**config.mk**
```make
export PLATFORM = sky130hd
export DESIGN_NAME = fixed_mult_pipe
export DESIGN_NICKNAME = d
export VERILOG_FILES = /design/src/rtl/fixed_pkg.sv /design/src/rtl/fixed_round_sat.sv /design/src/rtl/fixed_mult_pipe.sv
export SDC_FILE = /design/constraint.sdc
export NUM_CORES = 2
export LEC_CHECK = 0
export ABC_AREA = 1
export BUFFER_PORTS_ARGS = -buffer_cell sky130_fd_sc_hd__buf_2
export CORE_MARGIN = 10
export CORE_UTILIZATION = 39
export DETAILED_ROUTE_END_ITERATION = 8
export PLACE_DENSITY_LB_ADDON = 0.15
export SYNTH_ARGS = -nofsm -noshare
export SYNTH_HDL_FRONTEND = slang
export SYNTH_HIERARCHICAL = 1
export SYNTH_SLANG_ARGS = --single-unit
```
**constraint.sdc**
```tcl
create_clock -name clk -period 9.3 [get_ports clk]
set_input_delay 0 -clock clk [delete_from_list [all_inputs] [get_ports clk]]
set_output_delay 0 -clock clk [all_outputs]
set_load 0.05 [all_outputs]
```
**src/rtl/fixed_pkg.sv**
```systemverilog
// Shared constants, per-operand mode bundle and saturation-limit helpers for the fixed-point datapath.
// Consumed by the multiplier pipe and the round/saturate slice.
package fixed_pkg;

  localparam int DEF_WIDTH     = 32;
  localparam int DEF_FRAC_BITS = 8;

  localparam logic ROUND_TRUNC   = 1'b0;
  localparam logic ROUND_HALF_UP = 1'b1;

  // Upper bound on any WIDTH these helpers are asked about.
  localparam int MAX_W = 128;

  typedef struct packed {
    logic round_mode;
    logic sat_en;
  } mode_t;

  // Largest positive two's-complement value at width w, zero-extended to MAX_W.
  function automatic logic [MAX_W-1:0] sat_max(input int w);
    return (MAX_W'(1) << (w - 1)) - MAX_W'(1);
  endfunction

  // Most negative value at width w, sign-extended to MAX_W.
  function automatic logic [MAX_W-1:0] sat_min(input int w);
    return ~sat_max(w);
  endfunction

endpackage

```
**src/rtl/fixed_round_sat.sv**
```systemverilog
// Combinational rounding, rescaling and range check of a 2*WIDTH signed product; no latency, no handshake.
// Output is saturated or wrapped per sat_en; the flags are raised whenever the result is out of range.
module fixed_round_sat
  import fixed_pkg::*;
#(
  parameter int WIDTH     = DEF_WIDTH,
  parameter int FRAC_BITS = DEF_FRAC_BITS
) (
  input  logic [2*WIDTH-1:0] prod,
  input  logic               round_mode,
  input  logic               sat_en,
  output logic [WIDTH-1:0]   p,
  output logic               ovf,
  output logic               unf
);

  localparam int PW = 2 * WIDTH;
  localparam int QW = PW - FRAC_BITS;

  localparam logic [WIDTH-1:0] P_MAX = WIDTH'(sat_max(WIDTH));
  localparam logic [WIDTH-1:0] P_MIN = WIDTH'(sat_min(WIDTH));
  localparam logic [PW-1:0]    HALF  = PW'(1) << (FRAC_BITS - 1);

  logic [PW-1:0]      rnd;
  logic [QW-1:0]      q;
  logic [QW-WIDTH:0]  top;
  logic               in_range;
  logic               unused_frac;

  always_comb begin
    // The largest |product| is 2^(PW-2), so adding HALF cannot wrap.
    rnd = prod + ((round_mode == ROUND_HALF_UP) ? HALF : '0);
    // Dropping the low bits of the 2's-complement sum is the arithmetic shift.
    q           = rnd[PW-1:FRAC_BITS];
    unused_frac = ^rnd[FRAC_BITS-1:0];

    top      = q[QW-1:WIDTH-1];
    in_range = (&top) || (~|top);
    ovf      = !in_range && !q[QW-1];
    unf      = !in_range && q[QW-1];

    p = q[WIDTH-1:0];
    if (sat_en && ovf) begin
      p = P_MAX;
    end else if (sat_en && unf) begin
      p = P_MIN;
    end
  end

endmodule

```
**src/rtl/fixed_mult_pipe.sv**
```systemverilog
// Signed fixed-point multiplier, 3-stage pipe (operands -> product -> rounded result); 3-cycle latency, 1/cycle.
// Bubble-collapsing valid/ready: each stage loads when empty or when its successor moves; in_ready follows out_ready.
module fixed_mult_pipe
  import fixed_pkg::*;
#(
  parameter int WIDTH     = DEF_WIDTH,
  parameter int FRAC_BITS = DEF_FRAC_BITS
) (
  input  logic             clk,
  input  logic             rst,
  input  logic             in_valid,
  output logic             in_ready,
  input  logic [WIDTH-1:0] a_in,
  input  logic [WIDTH-1:0] b_in,
  input  logic             round_mode,
  input  logic             sat_en,
  output logic             out_valid,
  input  logic             out_ready,
  output logic [WIDTH-1:0] p_out,
  output logic             ovf,
  output logic             unf,
  output logic             sticky_ovf,
  output logic             sticky_unf,
  input  logic             clr_flags
);

  localparam int PW = 2 * WIDTH;

  // Stage 1: operands and their modes
  logic             s1_valid_q, s1_valid_d;
  logic [WIDTH-1:0] a_q, a_d;
  logic [WIDTH-1:0] b_q, b_d;
  mode_t            mode1_q, mode1_d;

  // Stage 2: full-width product
  logic             s2_valid_q, s2_valid_d;
  logic [PW-1:0]    prod_q, prod_d;
  mode_t            mode2_q, mode2_d;

  // Stage 3: visible result
  logic             out_valid_q, out_valid_d;
  logic [WIDTH-1:0] p_q, p_d;
  logic             ovf_q, ovf_d;
  logic             unf_q, unf_d;
  logic             sticky_ovf_q, sticky_ovf_d;
  logic             sticky_unf_q, sticky_unf_d;

  logic             s1_adv, s2_adv, s3_adv;
  logic             handoff;
  logic signed [PW-1:0] a_ext, b_ext;

  logic [WIDTH-1:0] rs_p;
  logic             rs_ovf, rs_unf;

  fixed_round_sat #(
    .WIDTH     (WIDTH),
    .FRAC_BITS (FRAC_BITS)
  ) u_round_sat (
    .prod       (prod_q),
    .round_mode (mode2_q.round_mode),
    .sat_en     (mode2_q.sat_en),
    .p          (rs_p),
    .ovf        (rs_ovf),
    .unf        (rs_unf)
  );

  always_comb begin
    s3_adv  = !out_valid_q || out_ready;
    s2_adv  = !s2_valid_q || s3_adv;
    s1_adv  = !s1_valid_q || s2_adv;
    handoff = out_valid_q && out_ready;

    a_ext = {{WIDTH{a_q[WIDTH-1]}}, a_q};
    b_ext = {{WIDTH{b_q[WIDTH-1]}}, b_q};

    s1_valid_d  = s1_valid_q;
    a_d         = a_q;
    b_d         = b_q;
    mode1_d     = mode1_q;
    s2_valid_d  = s2_valid_q;
    prod_d      = prod_q;
    mode2_d     = mode2_q;
    out_valid_d = out_valid_q;
    p_d         = p_q;
    ovf_d       = ovf_q;
    unf_d       = unf_q;

    if (s1_adv) begin
      s1_valid_d         = in_valid;
      a_d                = a_in;
      b_d                = b_in;
      mode1_d.round_mode = round_mode;
      mode1_d.sat_en     = sat_en;
    end

    if (s2_adv) begin
      s2_valid_d = s1_valid_q;
      prod_d     = a_ext * b_ext;
      mode2_d    = mode1_q;
    end

    // Result registers only reload with a real result, so a held output stays put.
    if (s3_adv) begin
      out_valid_d = s2_valid_q;
      if (s2_valid_q) begin
        p_d   = rs_p;
        ovf_d = rs_ovf;
        unf_d = rs_unf;
      end
    end

    // A flag being handed off outranks a simultaneous clear.
    sticky_ovf_d = sticky_ovf_q;
    sticky_unf_d = sticky_unf_q;
    if (clr_flags) begin
      sticky_ovf_d = 1'b0;
      sticky_unf_d = 1'b0;
    end
    if (handoff && ovf_q) begin
      sticky_ovf_d = 1'b1;
    end
    if (handoff && unf_q) begin
      sticky_unf_d = 1'b1;
    end
  end

  always_ff @(posedge clk) begin
    if (rst) begin
      s1_valid_q   <= 1'b0;
      s2_valid_q   <= 1'b0;
      out_valid_q  <= 1'b0;
      p_q          <= '0;
      ovf_q        <= 1'b0;
      unf_q        <= 1'b0;
      sticky_ovf_q <= 1'b0;
      sticky_unf_q <= 1'b0;
    end else begin
      s1_valid_q   <= s1_valid_d;
      s2_valid_q   <= s2_valid_d;
      out_valid_q  <= out_valid_d;
      p_q          <= p_d;
      ovf_q        <= ovf_d;
      unf_q        <= unf_d;
      sticky_ovf_q <= sticky_ovf_d;
      sticky_unf_q <= sticky_unf_d;
    end
  end

  always_ff @(posedge clk) begin
    a_q     <= a_d;
    b_q     <= b_d;
    mode1_q <= mode1_d;
    prod_q  <= prod_d;
    mode2_q <= mode2_d;
  end

  assign in_ready   = s1_adv;
  assign out_valid  = out_valid_q;
  assign p_out      = p_q;
  assign ovf        = ovf_q;
  assign unf        = unf_q;
  assign sticky_ovf = sticky_ovf_q;
  assign sticky_unf = sticky_unf_q;

endmodule

```
# [Yosys cells after proc, flatten, opt, wreduce, memory -nomap -nowiden]
# Cells that the tools add are included.
[op_classes] addsub=1 n_mul=1 n_div=0 magnitude_cmp=0 n_eq_ne=0 shifts=0 muxes=6 bitwise=0 reduce_logical=22
[op_table] cell="64-bit adder" count=1
[op_table] cell="32-bit by 32-bit multiplier with 64-bit output" count=1
[op_table] cell="32-bit two-way mux" count=2
[op_table] cell="25-bit AND reduction" count=1
[op_table] cell="25-bit OR reduction" count=1
[op_table] cell="8-bit two-way mux" count=1
[op_table] cell="1-bit logical AND" count=7
[op_table] cell="1-bit logical NOT" count=6
[op_table] cell="1-bit logical OR" count=4
[op_table] cell="2-bit nonzero test" count=2
[op_table] cell="1-bit two-way mux" count=3
[op_table] cell="2-bit AND reduction" count=1
[totals] ff_bits=171 latch_bits=0 mem_bits_rw=0 mem_bits_ro=0 input_bits=71 elab_cells=45 mem_count=0

# [Depth between registers and ports, before layout]
[depth] ltp_word=10 mapped_depth=31 mapped_depth_nobuf=30

# [Hierarchy]
# The synthesis kept the hierarchy.
[modules_own_cells] mod="fixed_mult_pipe" n_inst=1 cells_per_inst=5310 area_each_um2=44039.7
[modules_own_cells] mod="fixed_round_sat" n_inst=1 cells_per_inst=502 area_each_um2=2394.8

# [Least setup slack after synthesis]
# Ideal clock, no wire load.
[synth_timing] kind="reg2reg" start="register a_q[31]" end="register prod_q[57], data pin" setup_time_ns=0.253 arrival_time_ns=6.984 t_required_ns=9.047 slack_ns=2.063 stages_incl_launch_ff=26 synth_period_minus_slack_ns=7.237 cell_sequence="edfxtp_1 > clkbuf_1 > nand2_1 > inv_1 > fa_1 > fa_1 > fa_1 > fa_1 > inv_1 > fa_1 > inv_1 > fa_1 > inv_1 > fa_1 > inv_1 > fa_1 > ha_1 > a21oi_1 > nor2_1 > nor2_1 > nor2_1 > or2_2 > nor2_1 > nand3_1 > nand2_1 > nand2_1"
[synth_between] elab_chain_len=1
[synth_rtl] element="start, declared" line_no="fixed_mult_pipe.sv:31" source="logic [WIDTH-1:0] a_q, a_d;"
[synth_rtl] element="start signal, assigned" line_no="fixed_mult_pipe.sv:150" source="a_q <= a_d;"
[synth_rtl] element="32-bit by 32-bit multiplier with 64-bit output" line_no="fixed_mult_pipe.sv:98" source="prod_d = a_ext * b_ext;"
[synth_rtl] element="end signal, assigned" line_no="fixed_mult_pipe.sv:153" source="prod_q <= prod_d;"
[synth_rtl] element="end, declared" line_no="fixed_mult_pipe.sv:37" source="logic [PW-1:0] prod_q, prod_d;"
# Every way passes these cells.
# A chain may end at the register's enable or synchronous reset.

# [Worst setup path after layout]
[layout_timing] start="register b_q[7]" end="register prod_q[60], data pin"
[layout_between] elab_chain_len=1
[layout_rtl] element="start, declared" line_no="fixed_mult_pipe.sv:32" source="logic [WIDTH-1:0] b_q, b_d;"
[layout_rtl] element="start signal, assigned" line_no="fixed_mult_pipe.sv:151" source="b_q <= b_d;"
[layout_rtl] element="32-bit by 32-bit multiplier with 64-bit output" line_no="fixed_mult_pipe.sv:98"
# Every way passes these cells.

==> reports/metrics.yaml <==
ys_warn_count: 6
grt_pass1_vias: 38200
slowest_delay_ns: 0.81
tns_ns: 0
cap_violations: 0
crit_end: "prod_q[60]$_DFFE_PP_"
reg2reg_depth: 24
crit_path_end_kind: "register"
whs_ns: 0.151
cp_max_fo: 18
numClockSinks: 164
drtIter0Drc: 2037
crit_type: "register to register"
num_vias: 34700
multiInputGateArea_sq_mm: 0.0344
antenna_found_initial: 2
htree_levels: 4
die_h_um: 364
met1_usage: 0.287
ant_nets: 0
cts-root-buf: "clkbuf_16"
fin_worst_skew_ns: 0.0429
drive_gt1_frac: 0.0574
setup_violations: 0
seqCellArea_sq_mm: 0.00453
worst_pin_slew_ns: 1.23
die_w_um: 364
slowest_stage: "edfxtp_1"
cp-start-kind: "register"
r2r_slack_ns: 1.29
core_area_sq_mm: 0.118
cts_buffers: 17
cts_resized: 0
rsz0062_at_grt: "no"
grtUsageMet2: 0.362
synthCells: 5802
rows: 126
syn_to_final_growth_pct: 7.96
syn-num-nets: 7139
status: "complete, no violations"
grt_pass1_wl_um: 218000
vias_per_cell: 4.67
nets: 7217
use_met3: 0.0260
cts.path.max_buffers: 2
hold_class: "input port to register"
drc: 0
cp.required_ns: 9.58
wire_per_inst_um: 18.0
startpoint: "b_q[7]$_DFFE_PP_"
insertion_delay_ns: 0.56
firstDrtPassIters: 7
grt_max_degree: 61
track_usage: 0.212
period_needed_ns: 8.01
gp_congestion: 0.927
antenna_cells: 0
cts_tree: "done"
crit_chain: "nand2_1 > inv_1 > fa_1 > inv_1 > fa_1 > inv_1 > fa_1 > fa_1 > inv_1 > fa_1 > inv_1 > fa_1 > inv_1 > fa_1 > fa_1 > inv_1 > ha_1 > nand2_1 > nor2_1 > nand2_1 > nor4_1 > nand2_1 > nand3_1 > nand2_1"
drt_wl_total_um: 134000
dp_hpwl_um: 116000
rr_startpoint: "b_q[7]$_DFFE_PP_"
io_buffers: 108
max_slew_margin: 0.181
nFillCells: 12100
finalHoldViolations: 0
finalMaxSlewViolations: 0
crit_top_cell: "fa_1"
clk_pin_slew_ns: 0.12
r2r_end: "prod_q[60]$_DFFE_PP_"
fmax_mhz: 125
syn_avg_cell_area_sq_um: 7.96
post-cts-setup-buffers: 0
busiest_layer: "met2"
hold_buffers: 71
grt-ovfl-total: 0
worstPathArrival_ns: 8.29
initial_utilization: 0.392
die-area_sq_mm: 0.133
synth_area_sq_mm: 0.0462
ios: 109
fin_crit_sh: 0.861
-- registers in the layout, indices dropped and copies added (netlist names) --
signal      count
s1_valid_q      1
ovf             1
unf             1
b_q            32
prod_q         57
s2_valid_q      1
a_q            32
mode2_q         2
sticky_ovf      1
p_out          32
out_valid       1
mode1_q         2
sticky_unf      1
-- worst min path at each step --
stage,from,endpoint,cells after the start
6_report,a_in[5],a_q[5]$_DFFE_PP_,2
4_1_cts,a_in[7],a_q[7]$_DFFE_PP_,2
3_3_place_gp,a_in[22],a_q[22]$_DFFE_PP_,1
5_1_grt,a_in[5],a_q[5]$_DFFE_PP_,2
2_1_floorplan,a_in[0],a_q[0]$_DFFE_PP_,0
3_5_place_dp,b_in[28],b_q[28]$_DFFE_PP_,1
-- cell type report --
| type | instances | share of cell area |
|---|---|---|
| clock inverter | 15 | 0.00482 |
| inverter | 1722 | 0.130 |
| tap | 1536 | 0.0385 |
| sequential | 164 | 0.0909 |
| clock buffer | 17 | 0.00853 |
| multi-input combinational | 3708 | 0.689 |
| timing repair buffer | 267 | 0.0386 |
-- worst max-delay path: cells and delay by family (launching register included) --
family | cells | cell delay [ns]
and+or+nand+nor | 8 | 1.16
adders and majority gates | 9 | 4.66
buffers and inverters | 7 | 1.08
DFF | 1 | 0.81
-- placed cells by master (no fill, tap or decap), types with 17 or more instances in the layout --
master and instances:
a21oi_1 102, buf_2 108, buf_4 87, clkbuf_16 17
dfxtp_1 39, dlygate4sd3_1 71, edfxtp_1 125, fa_1 1082
ha_1 184, inv_1 1715, nand2_1 1756, nand2_2 38
nand3_1 90, nand4_1 34, nor2_1 227, nor2_2 21
o21ai_0 21, xnor2_1 21, xor2_1 43
-- metal layers --
| metal | wire [um] | vias to the layer above |
|---|---|---|
| met4 | 2880 | 0 |
| li1 | - | 16400 |
| met1 | 60200 | 17500 |
| met3 | 5690 | 135 |
| met5 | 0 | - |
| met2 | 65100 | 716 |
-- per-stage QoR --
step	setup WS, ns	instances	cell area [sq um]	utilization
2_1_floorplan	2.06	5802	46200	-
3_3_place_gp	1.30	7326	48500	0.411
3_5_place_dp	1.28	7326	48500	0.411
4_1_cts	1.23	7429	49900	0.423
5_1_grt	0.763	7429	49900	0.423
6_report	1.29	7429	49900	0.423
Power is not shown: default switching activity piles up to over one toggle a cycle in this logic, so the estimate is an artifact.
